## src/rtl/iic_pkg.sv

```systemverilog
// Shared constants for the I2C transaction arbiter.
// Status codes, FSM state encodings and default field widths.
package iic_pkg;

    localparam int unsigned IIC_ADDR_W = 7;
    localparam int unsigned IIC_DATA_W = 8;

    typedef logic [1:0] iic_status_t;

    localparam iic_status_t IIC_ST_OK      = 2'b00;
    localparam iic_status_t IIC_ST_NACK    = 2'b01;
    localparam iic_status_t IIC_ST_TIMEOUT = 2'b10;

    localparam logic [2:0] ST_IDLE    = 3'd0;
    localparam logic [2:0] ST_GRANT   = 3'd1;
    localparam logic [2:0] ST_ISSUE   = 3'd2;
    localparam logic [2:0] ST_WAIT    = 3'd3;
    localparam logic [2:0] ST_BACKOFF = 3'd4;
    localparam logic [2:0] ST_RESP    = 3'd5;

    function automatic int unsigned iic_max(
        input int unsigned a,
        input int unsigned b
    );
        return (a > b) ? a : b;
    endfunction

endpackage

```

## src/rtl/iic_rr_arbiter.sv

```systemverilog
// Combinational round-robin picker.
// Scans from ptr upward with wrap; reports one-hot grant and its index.
module iic_rr_arbiter #(
    parameter int unsigned NUM_REQ = 4,
    localparam int unsigned IW = $clog2(NUM_REQ)
) (
    input  logic [NUM_REQ-1:0] req_i,
    input  logic [IW-1:0]      ptr_i,
    output logic [NUM_REQ-1:0] gnt_o,
    output logic [IW-1:0]      idx_o,
    output logic               any_o
);

    // First set request at or after ptr, wrapping to zero.
    always_comb begin
        int unsigned j;
        logic [IW-1:0] jw;
        gnt_o = '0;
        idx_o = '0;
        any_o = 1'b0;
        j     = 0;
        jw    = '0;
        for (int unsigned k = 0; k < NUM_REQ; k++) begin
            j = int'(ptr_i) + k;
            if (j >= NUM_REQ) begin
                j = j - NUM_REQ;
            end
            jw = IW'(j);
            if (!any_o && req_i[jw]) begin
                gnt_o[jw] = 1'b1;
                idx_o     = jw;
                any_o     = 1'b1;
            end
        end
    end

endmodule

```

## src/rtl/iic_txn_arbiter.sv

```systemverilog
// Shares one I2C master between NUM_REQ write requesters.
// Handles grant, start, NACK retry with backoff and a WAIT watchdog.
module iic_txn_arbiter
    import iic_pkg::*;
#(
    parameter int unsigned NUM_REQ        = 4,
    parameter int unsigned ADDR_W         = IIC_ADDR_W,
    parameter int unsigned DATA_W         = IIC_DATA_W,
    parameter int unsigned MAX_RETRY      = 2,
    parameter int unsigned BACKOFF_CYCLES = 64,
    parameter int unsigned TIMEOUT_CYCLES = 4096
) (
    input  logic                      clk,
    input  logic                      rst,
    input  logic [NUM_REQ-1:0]        req_valid,
    input  logic [NUM_REQ*ADDR_W-1:0] req_addr,
    input  logic [NUM_REQ*DATA_W-1:0] req_data,
    output logic [NUM_REQ-1:0]        req_ready,
    output logic [NUM_REQ-1:0]        resp_valid,
    output logic [1:0]                resp_status,
    output logic                      mst_start,
    output logic [ADDR_W-1:0]         mst_addr,
    output logic [DATA_W-1:0]         mst_data,
    output logic                      mst_abort,
    input  logic                      mst_busy,
    input  logic                      mst_done,
    input  logic                      mst_nack
);

    localparam int unsigned IW = $clog2(NUM_REQ);
    localparam int unsigned TW =
        $clog2(iic_max(iic_max(TIMEOUT_CYCLES, BACKOFF_CYCLES), 2));
    localparam int unsigned RW =
        (MAX_RETRY > 0) ? $clog2(MAX_RETRY + 1) : 1;

    localparam logic [TW-1:0] TMO_LAST  = TW'(TIMEOUT_CYCLES - 1);
    localparam logic [TW-1:0] BO_LAST   = TW'(BACKOFF_CYCLES - 1);
    localparam logic [RW-1:0] RETRY_MAX = RW'(MAX_RETRY);
    localparam logic [IW-1:0] LAST_IDX  = IW'(NUM_REQ - 1);

    logic [2:0]         state_q, state_d;
    logic [IW-1:0]      g_q, g_d;
    logic [NUM_REQ-1:0] gnt_q, gnt_d;
    logic [IW-1:0]      rr_ptr_q, rr_ptr_d;
    logic [RW-1:0]      retry_q, retry_d;
    logic [TW-1:0]      timer_q, timer_d;
    iic_status_t        status_q, status_d;
    logic [ADDR_W-1:0]  addr_q, addr_d;
    logic [DATA_W-1:0]  data_q, data_d;

    logic [NUM_REQ-1:0] arb_gnt;
    logic [IW-1:0]      arb_idx;
    logic               arb_any;

    iic_rr_arbiter #(
        .NUM_REQ (NUM_REQ)
    ) u_rr (
        .req_i (req_valid),
        .ptr_i (rr_ptr_q),
        .gnt_o (arb_gnt),
        .idx_o (arb_idx),
        .any_o (arb_any)
    );

    // Transaction sequencing: grant, issue, wait/retry, respond.
    always_comb begin
        state_d  = state_q;
        g_d      = g_q;
        gnt_d    = gnt_q;
        rr_ptr_d = rr_ptr_q;
        retry_d  = retry_q;
        timer_d  = timer_q;
        status_d = status_q;
        addr_d   = addr_q;
        data_d   = data_q;
        unique case (state_q)
            ST_IDLE: begin
                if (arb_any) begin
                    g_d     = arb_idx;
                    gnt_d   = arb_gnt;
                    state_d = ST_GRANT;
                end
            end
            ST_GRANT: begin
                addr_d  = req_addr[g_q*ADDR_W +: ADDR_W];
                data_d  = req_data[g_q*DATA_W +: DATA_W];
                retry_d = '0;
                state_d = ST_ISSUE;
            end
            ST_ISSUE: begin
                if (!mst_busy) begin
                    timer_d = '0;
                    state_d = ST_WAIT;
                end
            end
            ST_WAIT: begin
                if (mst_done) begin
                    if (!mst_nack) begin
                        status_d = IIC_ST_OK;
                        state_d  = ST_RESP;
                    end else if (retry_q < RETRY_MAX) begin
                        retry_d = retry_q + 1'b1;
                        timer_d = '0;
                        state_d = ST_BACKOFF;
                    end else begin
                        status_d = IIC_ST_NACK;
                        state_d  = ST_RESP;
                    end
                end else if (timer_q == TMO_LAST) begin
                    status_d = IIC_ST_TIMEOUT;
                    state_d  = ST_RESP;
                end else begin
                    timer_d = timer_q + 1'b1;
                end
            end
            ST_BACKOFF: begin
                if (timer_q == BO_LAST) begin
                    state_d = ST_ISSUE;
                end else begin
                    timer_d = timer_q + 1'b1;
                end
            end
            ST_RESP: begin
                rr_ptr_d = (g_q == LAST_IDX) ? '0 : g_q + 1'b1;
                state_d  = ST_IDLE;
            end
            default: begin
                state_d = ST_IDLE;
            end
        endcase
    end

    // State registers with synchronous reset.
    always_ff @(posedge clk) begin
        if (rst) begin
            state_q  <= ST_IDLE;
            g_q      <= '0;
            gnt_q    <= '0;
            rr_ptr_q <= '0;
            retry_q  <= '0;
            timer_q  <= '0;
            status_q <= IIC_ST_OK;
            addr_q   <= '0;
            data_q   <= '0;
        end else begin
            state_q  <= state_d;
            g_q      <= g_d;
            gnt_q    <= gnt_d;
            rr_ptr_q <= rr_ptr_d;
            retry_q  <= retry_d;
            timer_q  <= timer_d;
            status_q <= status_d;
            addr_q   <= addr_d;
            data_q   <= data_d;
        end
    end

    assign req_ready   = (state_q == ST_GRANT) ? gnt_q : '0;
    assign resp_valid  = (state_q == ST_RESP) ? gnt_q : '0;
    assign resp_status = (state_q == ST_RESP) ? status_q : IIC_ST_OK;
    assign mst_start   = (state_q == ST_ISSUE) && !mst_busy;
    // A done on the expiry cycle takes priority over the abort.
    assign mst_abort   = (state_q == ST_WAIT) && !mst_done &&
                         (timer_q == TMO_LAST);
    assign mst_addr    = addr_q;
    assign mst_data    = data_q;

endmodule

```

## config.mk

```make
export PLATFORM = sky130hd
export DESIGN_NAME = iic_txn_arbiter
export DESIGN_NICKNAME = d
export VERILOG_FILES = /design/src/rtl/iic_pkg.sv /design/src/rtl/iic_rr_arbiter.sv /design/src/rtl/iic_txn_arbiter.sv
export SDC_FILE = /design/constraint.sdc
export NUM_CORES = 1
export LEC_CHECK = 0
export BUFFER_PORTS_ARGS = -buffer_cell sky130_fd_sc_hd__buf_2
export CAP_MARGIN = 15
export CORE_ASPECT_RATIO = 1.2
export CORE_MARGIN = 1.5
export CORE_UTILIZATION = 50
export DETAILED_ROUTE_END_ITERATION = 7
export PLACE_DENSITY = 0.85
export SETUP_SLACK_MARGIN = 0.5
export SLEW_MARGIN = 20
export SYNTH_ARGS = -nofsm -noshare
export SYNTH_HDL_FRONTEND = slang
export SYNTH_SLANG_ARGS = --single-unit
```

## constraint.sdc

```tcl
create_clock -name clk -period 5.05 [get_ports clk]
set_input_delay 1.01 -clock clk [delete_from_list [all_inputs] [get_ports clk]]
set_output_delay 1.01 -clock clk [all_outputs]
set_load 0.01 [all_outputs]
```

Word-level counts from Yosys, hierarchy flattened. Cells that the tools add are included. W data, S select, Z words.

Register bits after elaboration: 42. Bits of input ports: 69. Output and inout port bits: 27. Logic and storage cells: 141.

Add/sub/neg operators: 10. $mul: 1. $lt $le $gt $ge: 13. Eq/ne operators: 20. Shift-type cells: 2. Mux-type cells: 59. Bitwise operators: 3. Reduce and logical (&&, ||, !) cells: 24.

Operators by type and width (count): $mux W12 (6); $pmux W12 S3 (1); $mux W2 (17); $shiftx A32 B6 Y8 (1); $shiftx A28 B6 Y7 (1); $mux W4 (6); $mux W3 (5); $ne A3 B3 Y1 const B (5); $pmux W3 S5 (1); $mux W1 (14); $ne A2 B2 Y1 const B (7); $add A12 B1 Y12 const B (1); $eq A12 B12 Y1 const B (1); $eq A12 B6 Y1 const B (1); $lt A2 B3 Y1 const B (4); $or A4 B4 Y4 (3); $logic_and A1 B1 Y1 (10); $ge A3 B3 Y1 const B (3); $bmux W1 S2 (4); $demux W1 S2 (4); $ge A2 B1 Y1 const B (4); $reduce_and A4 Y1 (2); $sub A2 B1 Y2 const B (4); $add A2 B2 Y3 const B (2); other kinds (17) (25).

Logic depth before layout (Yosys ltp).
Word-level depth: 16. Gate-level depth with buffers: 10. Depth with buffers taken out: 7.

By module. Synthesis repeated with hierarchy kept, for this count alone.

Cells, all modules: 301. Area, all modules: 2707.6 um2.

Modules (own cells, without submodules): iic_txn_arbiter (times used 1, cells an instance 256, area each 2285.9 um2, seq. area each 840.8 um2); iic_rr_arbiter (times used 1, cells an instance 45, area each 421.7 um2, seq. area each 0.0 um2).

Worst setup path after synthesis. Ideal clock, no wire load.

Kind: input port to output port. From: input port mst_done. To: output port mst_abort. Arrival time: 1.832 ns. Required time: 4.040 ns. Path slack: 2.208 ns. Stages on the path: 4. Path buffers: 2. Path through: or4_4 > buf_6 > clkinv_8 > buf_12.

Word-level cells in the longest chain between the ends: 3.

RTL lines: from (decl) (line iic_txn_arbiter.sv:26) `input logic mst_done,`; $logic_not A1 Y1 (line iic_txn_arbiter.sv:163) `assign mst_abort = (state_q == ST_WAIT) && !mst_done &&`; $logic_and A1 B1 Y1 (2 in a row) (line iic_txn_arbiter.sv:163); to (decl) (line iic_txn_arbiter.sv:24) `output logic mst_abort,`.

Every way passes these cells.

Final worst setup path.
From: register state_q[0]. To: output port mst_abort.

Word-level cells in the longest chain between the ends: 3.

RTL lines: from (decl) (line iic_txn_arbiter.sv:41) `logic [2:0] state_q, state_d;`; from (signal assigned) (line iic_txn_arbiter.sv:146) `state_q <= state_d;`; $eq A3 B2 Y1 (line iic_txn_arbiter.sv:163); $logic_and A1 B1 Y1 (2 in a row) (line iic_txn_arbiter.sv:163).

Every way passes these cells.

==> summary.md <==
| Metric | Value |
|---|---|
| Cts hold-fix bufs | `0` |
| Post-Syn Area per Cell | `8.75 um2` |
| Post-CTS setup repair buffer count | `0` |
| Antenna violations before repair | `0` |
| Cell area after synthesis | `2840 um2` |
| Synth async-reset ratio | `0%` |
| Total iterations of the first detailed-routing run | `6` |
| FMAX | `0.294 GHz` |
| Synth top area cells | `dfxtp_1, mux4_2, nand2_1` |
| Syn Inst Count | `325` |
| Clock transition at path regs | `80 ps` |
| Seq/Total Area, Yosys | `approximately 30%` |
| Worst Hold End | `mst_data[6]$_SDFFE_PP0N_` |
| Register Area | `842 um2` |
| Setup_tns | `0 ps` |
| Core Util, Final | `a little over three fifths` |
| Core footprint | `5370 um2` |
| RePlAce Congestion | `0.874` |
| Starting density of the core | `53.0%` |
| Clk Latency, worst-skew pair | `290 ps` |
| Crit path capture type | `primary output` |
| Wire per inst | `15.6 um` |
| Status | `completed` |
| Total CTS buffers | `5` |
| HPWL Detailed | `5410 um` |
| Synth area leader | `dfxtp_1` |
| CTS sink count | `42` |
| Max-slew violation count | `0` |
| Initial DRC count | `128` |
| Worst EP arrival | `2390 ps` |
| GRT Util Overall | `23.1%` |
| Die width | `roughly 70 um` |
| Worst hold path type | `flip-flop to flip-flop` |
| Clk Tree Root Cell | `clkbuf_8` |
| Unrepaired setup endpoints after global routing | `false` |
| Final min period | `3400 ps` |
| Synthesis-stage register bit count | `42` |
| YS warnings | `0` |
| Worst reg2reg path startpoint | `rr_ptr_q[0]$_SDFFE_PP0N_` |
| Post-CTS sizing | `0` |
| Top cell types by occurrence after synthesis | `nand2_1, dfxtp_1, a21oi_1` |
| Synth unique cells | `between 50 and 60` |
| Vias in the first global route | `2,643` |
| Post-synth EDFFs | `0` |
| Final setup viols | `0` |
| First-pass GRT wire length | `~12,000 um` |
| Max Cap Violations | `0` |
| Via density | `6.11` |
| # IOs | `96` |
| Layout cell share with drive strength beyond 1 | `32.4%` |
| DRC viols | `0` |
| Startpoint types | `flip-flop` |
| Peak supply drop | `0.186 mV` |
| CTS tree | `built` |
| FP Rows | `29` |
| Worst slew pin tran | `846 ps` |
| Hold_sp | `mst_data[6]$_SDFFE_PP0N_` |
| Final Hold Viols | `0` |
| WHS Path Cells | `2` |
| Area grow syn2layout | `18.1%` |
| Final period util | `67.3%` |
| Rel. slew slack | `43.1%` |
| Most used DFF post-synth | `dfxtp_1` |
| CTS Buffer Depth | `2` |
| Global-route congestion overflow total | `0` |
| Footprint of the multi-input gates | `1810 um2` |
| # nets final | `476` |
| Largest net degree at the start of global routing | `35` |
| Vias post-DR | `2,827` |
| LEAKAGE | `1.38 nW` |
| Die Y-Extent | `85.6 um` |
| Worst EP required | `4040 ps` |
| RR Endpoint | `gnt_q[0]$_SDFFE_PP0P_` |
| Total Die Area | `just over 6000 um2` |
| IO Port Bufs | `between 90 and 100` |
| Most common cell in the netlist | `nand2_1` |
| Antenna diodes | `0` |
| Post-Route WL | `~7200 um` |
| Crit Path Class | `flip-flop to primary output` |
| Worst Skew | `~3 ps` |
| Syn Nets | `401` |
| H-tree depth | `2` |
| Fillcell total | `480` |
| CP max FO | `27` |
| DRT antenna net count | `0` |
| Power Density | `265 nW/um2` |
| R2R depth | `7` |
| R2R Setup Slk | `about 2100 ps` |
| Area share of the largest cell type after synthesis | `29.6%` |
==> layer usage <==
layer,global-route usage [%],vias to the layer above,wire [um]
met5,0,-,0
met4,7.55,0,183
met3,4.58,20,309
met2,42.7,85,3950
met1,26.3,1358,2800
li1,-,1364,-
==> layout by cell type, fill, tap and decap left out, drive strengths merged, types with 2 or more instances in the layout <==
master	Yosys	layout
nand4b	2	2
nand3	11	11
a21oi	33	33
inv	7	7
buf	14	95
o21ai	6	6
nor2	20	20
a221oi	4	4
nand2	44	44
nand2b	7	7
nor3	12	12
dfxtp	42	42
and2	2	2
a221o	4	4
clkbuf	13	6
mux2i	7	7
nor4	4	4
and4	3	3
nand4	3	3
mux4	17	17
or4	9	9
o31ai	8	8
or3	2	2
nor2b	3	3
ha	7	7
or3b	2	2
a31oi	3	3
and3	11	11
nand3b	2	2
nor3b	2	2
o21a	2	2
a2111oi	2	2
==> final cells by class <==
class	instances	share of cell area [%]
multi-input cells	248	53.9
inverters	8	1.27
clock buffers	6	2.16
repair buffers	95	14.2
flip-flops and latches	42	25.1
well taps	62	2.31
clock inverters	2	1.12
==> state kept, by name, indices dropped and copies added, names as in the netlist <==
name / cells
g_q: 2
mst_data: 8
retry_q: 2
mst_addr: 7
gnt_q: 4
rr_ptr_q: 2
timer_q: 12
status_q: 2
state_q: 3
==> report_power, final <==
part	internal [mW]	total, mW	switching, mW
logic	0.114	0.228	0.114
clock network	0.147	0.263	0.116
registers	0.358	0.398	0.0399
total	0.620	0.890	0.270
==> per-stage QoR <==
step | hold WS (ps) | power [mW] | cell area, um2 | setup WS [ps] | std cells
2_1_floorplan | 451 | 0.568 | 2840 | 2210 | 325
3_3_place_gp | 439 | 0.625 | 3250 | 2040 | 455
3_5_place_dp | 446 | 0.634 | 3250 | 1990 | 455
4_1_cts | 457 | 0.895 | 3360 | 1650 | 463
5_1_grt | 479 | 0.937 | 3360 | 1500 | 463
6_report | 453 | 0.890 | 3360 | 1650 | 463
==> logic make-up after synthesis <==
| family | after synthesis | synth area share [%] |
|---|---|---|
| and+or+nand+nor | 142 | 26.6 |
| AOI/OAI and AO/OA | 74 | 17.6 |
| DFF | 42 | 29.6 |
| buffers and inverters | 35 | 6.78 |
| muxes | 25 | 16.3 |
| adders and majority gates | 7 | 3.08 |
==> worst max-delay path by stage <==
| stage | startpoint | slack (ps) | to |
|---|---|---|---|
| 6_report | state_q[0]$_SDFFE_PP0P_ | 1650 | mst_abort |
| 5_1_grt | state_q[0]$_SDFFE_PP0P_ | 1500 | mst_abort |
| 4_1_cts | state_q[0]$_SDFFE_PP0P_ | 1650 | mst_abort |
| 3_5_place_dp | state_q[0]$_SDFFE_PP0P_ | 1990 | mst_abort |
| 3_3_place_gp | state_q[0]$_SDFFE_PP0P_ | 2040 | mst_abort |
| 2_1_floorplan | mst_done | 2210 | mst_abort |
==> critical path, stage by stage, from the launching register on <==
cell	delay, ps
dfxtp_1	760
and3b_1	390
nand3_2	90
or4_4	600
clkinv_8	120
buf_2	130
No activity file was read; power rests on OpenSTA's default activity.
